<file path="config.mk">
export PLATFORM = sky130hd
export DESIGN_NAME = instr_encoder_loader
export DESIGN_NICKNAME = d
export VERILOG_FILES = /design/src/rtl/instr_encoder_loader.sv
export SDC_FILE = /design/constraint.sdc
export NUM_CORES = 1
export LEC_CHECK = 0
export ABC_AREA = 1
export CAP_MARGIN = 40
export CORE_MARGIN = 2
export CORE_UTILIZATION = 35
export CTS_CLUSTER_DIAMETER = 100
export DETAILED_ROUTE_END_ITERATION = 6
export PLACE_DENSITY = 0.65
export SYNTH_ARGS = -nofsm -noshare
export SYNTH_HDL_FRONTEND = slang
export SYNTH_SLANG_ARGS = --single-unit
export TNS_END_PERCENT = 5
</file>
<file path="constraint.sdc">
create_clock -name clk -period 1.7 [get_ports clk]
set_input_delay 0.34 -clock clk [delete_from_list [all_inputs] [get_ports clk]]
set_output_delay 0.34 -clock clk [all_outputs]
set_load 0.05 [all_outputs]
</file>
<file path="src/rtl/instr_encoder_loader.sv">
// Sequential instruction encoder: turns symbolic instructions into 32-bit MIPS
// words and writes them to consecutive IMEM addresses starting at base_addr.
module instr_encoder_loader #(
    parameter int ADDR_W = 10
) (
    input  logic              clk,
    input  logic              rst_n,
    input  logic              start,
    input  logic [ADDR_W-1:0] base_addr,
    input  logic              in_valid,
    output logic              in_ready,
    input  logic              in_last,
    input  logic [4:0]        in_mnem,
    input  logic [4:0]        in_rs,
    input  logic [4:0]        in_rt,
    input  logic [4:0]        in_rd,
    input  logic [15:0]       in_imm,
    input  logic [25:0]       in_target,
    output logic              imem_we,
    output logic [ADDR_W-1:0] imem_addr,
    output logic [31:0]       imem_wdata,
    output logic              busy,
    output logic              load_done,
    output logic              err_illegal,
    output logic              err_overflow,
    output logic [ADDR_W:0]   word_count
);

    typedef enum logic [1:0] {
        IDLE,
        ACCEPT,
        WRITE,
        DONE
    } state_t;

    state_t state, state_next;
    logic   last_q;
    logic   mnem_legal;

    // Codes 16-31 are the illegal half of the mnemonic space.
    assign mnem_legal = ~in_mnem[4];

    function automatic logic [31:0] encode(
        input logic [4:0]  mnem,
        input logic [4:0]  rs,
        input logic [4:0]  rt,
        input logic [4:0]  rd,
        input logic [15:0] imm,
        input logic [25:0] target
    );
        logic [31:0] word;
        word = '0;
        case (mnem)
            5'd0:  word = {6'b000000, rs, rt, rd, 5'b0, 6'b100001}; // addu
            5'd1:  word = {6'b000000, rs, rt, rd, 5'b0, 6'b100011}; // subu
            5'd2:  word = {6'b000000, rs, rt, rd, 5'b0, 6'b100100}; // and
            5'd3:  word = {6'b000000, rs, rt, rd, 5'b0, 6'b100101}; // or
            5'd4:  word = {6'b000000, rs, 15'b0, 6'b001000};        // jr
            5'd5:  word = {6'b001111, 5'b0, rt, imm};               // lui
            5'd6:  word = {6'b100011, rs, rt, imm};                 // lw
            5'd7:  word = {6'b101011, rs, rt, imm};                 // sw
            5'd8:  word = {6'b001101, rs, rt, imm};                 // ori
            5'd9:  word = {6'b000100, rs, rt, imm};                 // beq
            5'd10: word = {6'b000011, target};                      // jal
            5'd11: word = {6'b100001, rs, rt, imm};                 // lh
            5'd12: word = {6'b100000, rs, rt, imm};                 // lb
            5'd13: word = {6'b101000, rs, rt, imm};                 // sb
            5'd14: word = {6'b000010, target};                      // j
            5'd15: word = {6'b001011, rs, rt, imm};                 // sltiu
            default: word = '0;
        endcase
        return word;
    endfunction

    // NOTE: sequential state uses non-blocking assignments so every register
    // samples pre-edge values regardless of block ordering.
    always_ff @(posedge clk or negedge rst_n) begin
        if (!rst_n) state <= IDLE;
        else        state <= state_next;
    end

    // NOTE: every output and next-state signal gets a default first so this
    // block can never infer a latch.
    always_comb begin
        state_next = state;
        in_ready   = 1'b0;
        imem_we    = 1'b0;
        busy       = 1'b0;
        load_done  = 1'b0;
        case (state)
            IDLE: begin
                if (start) state_next = ACCEPT;
            end
            ACCEPT: begin
                in_ready = 1'b1;
                busy     = 1'b1;
                if (in_valid) begin
                    if (mnem_legal)   state_next = WRITE;
                    else if (in_last) state_next = DONE;
                end
            end
            WRITE: begin
                imem_we = 1'b1;
                busy    = 1'b1;
                if (last_q || (&imem_addr)) state_next = DONE;
                else                        state_next = ACCEPT;
            end
            DONE: begin
                load_done = 1'b1;
                if (start) state_next = ACCEPT;
            end
            default: state_next = IDLE;
        endcase
    end

    always_ff @(posedge clk or negedge rst_n) begin
        if (!rst_n) begin
            imem_addr    <= '0;
            imem_wdata   <= '0;
            word_count   <= '0;
            err_illegal  <= 1'b0;
            err_overflow <= 1'b0;
            last_q       <= 1'b0;
        end else begin
            case (state)
                IDLE, DONE: begin
                    if (start) begin
                        imem_addr    <= base_addr;
                        word_count   <= '0;
                        err_illegal  <= 1'b0;
                        err_overflow <= 1'b0;
                    end
                end
                ACCEPT: begin
                    if (in_valid) begin
                        if (mnem_legal) begin
                            imem_wdata <= encode(in_mnem, in_rs, in_rt, in_rd, in_imm, in_target);
                            last_q     <= in_last;
                        end else begin
                            err_illegal <= 1'b1;
                        end
                    end
                end
                WRITE: begin
                    word_count <= word_count + (ADDR_W + 1)'(1);
                    // The final word of a session leaves the address parked on it.
                    if (!last_q) begin
                        if (&imem_addr) err_overflow <= 1'b1;
                        else            imem_addr    <= imem_addr + ADDR_W'(1);
                    end
                end
                default: ;
            endcase
        end
    end

endmodule

</file>
==> impl_metrics.json <==
{
  "grt_antenna_before_repair": 0,
  "core_um2": 9639,
  "setup_violations": 1,
  "die_h_um": 102.9,
  "yosys.area_share.simple_pct": 34.95,
  "hold_slack_ps": 1.952,
  "crit_arrival_ps": 1420,
  "hpwl_um": 7586,
  "crit_path_max_fanout": 4,
  "crit_slowest_cell": "dfrtp_1",
  "numCtsBuffers": 9,
  "min_period_ps": 1756,
  "synth_top_family_by_area": "simple AND/OR/NAND/NOR gates",
  "portBuffers": 134,
  "pin_count": 136,
  "tns_ps": -56.10,
  "synth_commonest_cells": "nand2_1, nor2_1, dfrtp_1",
  "insertion_delay_ps": 330,
  "syn-num-nets": 567,
  "setup_ws_ps": -56.10,
  "synth_fa_ha_area_share_pct": 2.191,
  "synth_mux_area_share_pct": 0.2922,
  "syn_area_um2": 3426,
  "cts_max_level": 3,
  "crit_chain": "ha_4 -> clkinvlp_4 -> buf_6 -> buf_12",
  "clkTransAtPathRegs_ps": 70,
  "hp-class": "in -> async",
  "cap_violations": 0,
  "rsz0062_at_grt": "true",
  "synthCells": 484,
  "synth_ff_type": "dfrtp_1",
  "dp_slack_ps": -175.9,
  "routed_via_density": 4.619,
  "fillerInstances": 958,
  "ant_nets": 0,
  "syn_avg_cell_area_um2": 7.078,
  "fmaxAchievable_mhz": 569.4,
  "startpoint_type": "flip-flop",
  "p_total_mw": 9.114,
  "dr.pass1.iters": 4,
  "vias": 3654,
  "cts_tree": "done",
  "ys_types": 35,
  "cp_slowest_stage_delay_ps": 420,
  "grt_use_total_pct": 19.72,
  "powerDensity_nw_per_um2": 1712,
  "final_cells": 791,
  "cts_sinks": 57,
  "worstPathRequired_ps": 1360,
  "start_util_pct": 35.54,
  "fin_crit_sh_pct": 103.3,
  "post-place-cells": 772,
  "ir_drop_mv": 1.035,
  "grt_max_degree": 58,
  "status": "finished, violations left",
  "num_antenna_cells": 0,
  "area_delta_synth_final_pct": 55.41,
  "violations": "negative setup slack",
  "yosysMostFrequentCell": "nand2_1",
  "die_area_um2": 10600,
  "drv_slew": 0,
  "synth_top_area_share_pct": 41.64,
  "placed_area_um2": 5085,
  "ys_top_cells_by_area": "dfrtp_1, nand2_1, nor2_1, a21oi_1, inv_1",
  "grt_overflow": 0,
  "clockRootBuffer": "clkbuf_8",
  "grt_pass1_vias": 3584,
  "leakage_nw": 2.543,
  "drt_iter0_markers": 79,
  "synth-edff-count": 0,
  "grt_first_pass_wirelength_um": 16330,
  "skew_ps": 6.809,
  "synth-compound-area-share_pct": 12.27,
  "timing.final.hold_violations": 0,
  "cts_buffer_depth": 2,
  "critPathKind": "reg -> out",
  "drt_wl_total_um": 10060,
  "ys_seq_area_share_pct": 41.64,
  "drc": 0,
  "yosysWarnings": 0,
  "ys_ff_latch": 57,
  "die_w_um": 102.9,
  "finalInstanceArea_um2": 5324,
  "final_util_pct": 55.23,
  "wl_per_cell_um": 12.72,
  "synth_top_cell_by_area": "dfrtp_1",
  "synthArstFlopShare_pct": 100.0,
  "gp_congestion": 0.9901,
  "layout.nets": 736,
  "synthXorXnorAreaFrac_pct": 0,
  "row_count": 36,
  "drive_gt1_share_pct": 23.86,
  "crit_path_end_kind": "output pin",
  "r2r_slack_ps": 80
}
-- critical path: cells and delay by family (launching register included) --
family / cells / cell delay [ps]
adders and majority gates: 1 / 310
buffers and inverters: 3 / 340
DFF: 1 / 420
-- routing by layer --
layer / wire length [um] / track usage, % / up-vias
met5: 0 / 0 / -
met4: 162 / 7.591 / 0
met3: 922 / 6.780 / 12
met2: 4816 / 32.97 / 137
met1: 4162 / 23.37 / 1643
li1: - / - / 1862
-- area by class of cell --
class	count	area (um2)	share of cell area, %
multi-input combinational	366	1747	32.81
timing repair buffer	173	1617	30.36
sequential	57	1429	26.84
inverter	46	183.9	3.455
tap	133	166.4	3.126
clock buffer	10	137.6	2.585
clock inverter	6	43.79	0.8226
-- what timing repair did --
| action | in CTS | in global routing |
|---|---|---|
| pin swaps | 1 | 1 |
| hold buffers | 0 | 0 |
| setup endpoints to repair | 2 | 30 |
| setup buffers | 1 | 2 |
| resized for setup | 2 | 8 |
-- worst paths after layout --
check | start | to | depth (start not counted)
worst max register to register | state[1] | imem_addr[1] | 9
max in group asynchronous | rst_n | imem_addr[0] | 2
worst min-delay path | rst_n | imem_addr[6] | 2
worst min register to register | last_q | last_q | 2
worst max-delay path | state[1] | busy | 4
min in group clk | last_q | last_q | 2
-- power by group --
group	internal, mW	switching (mW)	total, mW	leakage [nW]
registers	1.92	0.454	2.38	0.693
logic	1.99	3.59	5.58	1.76
clock network	0.570	0.593	1.16	0.0922
-- state kept, by name, summed over array words and instances (netlist names) --
signal,cells
imem_wdata,31
word_count,11
imem_addr,10
state,2
err_illegal,1
err_overflow,1
last_q,1
-- logic make-up (layout without fill, tap and decap cells) --
family / Yosys count / in the layout
other cells: 1 / 1
flops: 57 / 57
buf+inv: 61 / 235
fa+ha+maj: 6 / 6
mux: 1 / 1
simple gates: 288 / 288
compound gates: 70 / 70
-- layout by cell type (no fill, tap or decap), types with 2 or more instances in the layout --
master             n
nand2_1          162
buf_4             85
nor2_1            76
clkdlybuf4s50_1   75
dfrtp_1           55
a21oi_1           37
inv_1             36
nand3_1           23
o21ai_0           13
nand2_2           10
clkbuf_8          10
buf_12            10
inv_2              7
nand4_1            6
a21oi_2            6
o21bai_1           4
a31oi_1            3
clkinv_4           3
clkinvlp_4         2
nand2_4            2
nand3_2            2
o211ai_2           2
nand3b_1           2
ha_1               2
ha_2               2
ha_4               2
clkinv_2           2
dfrtp_2            2
buf_6              2
Note: power is estimated with default switching activity, not from simulation.
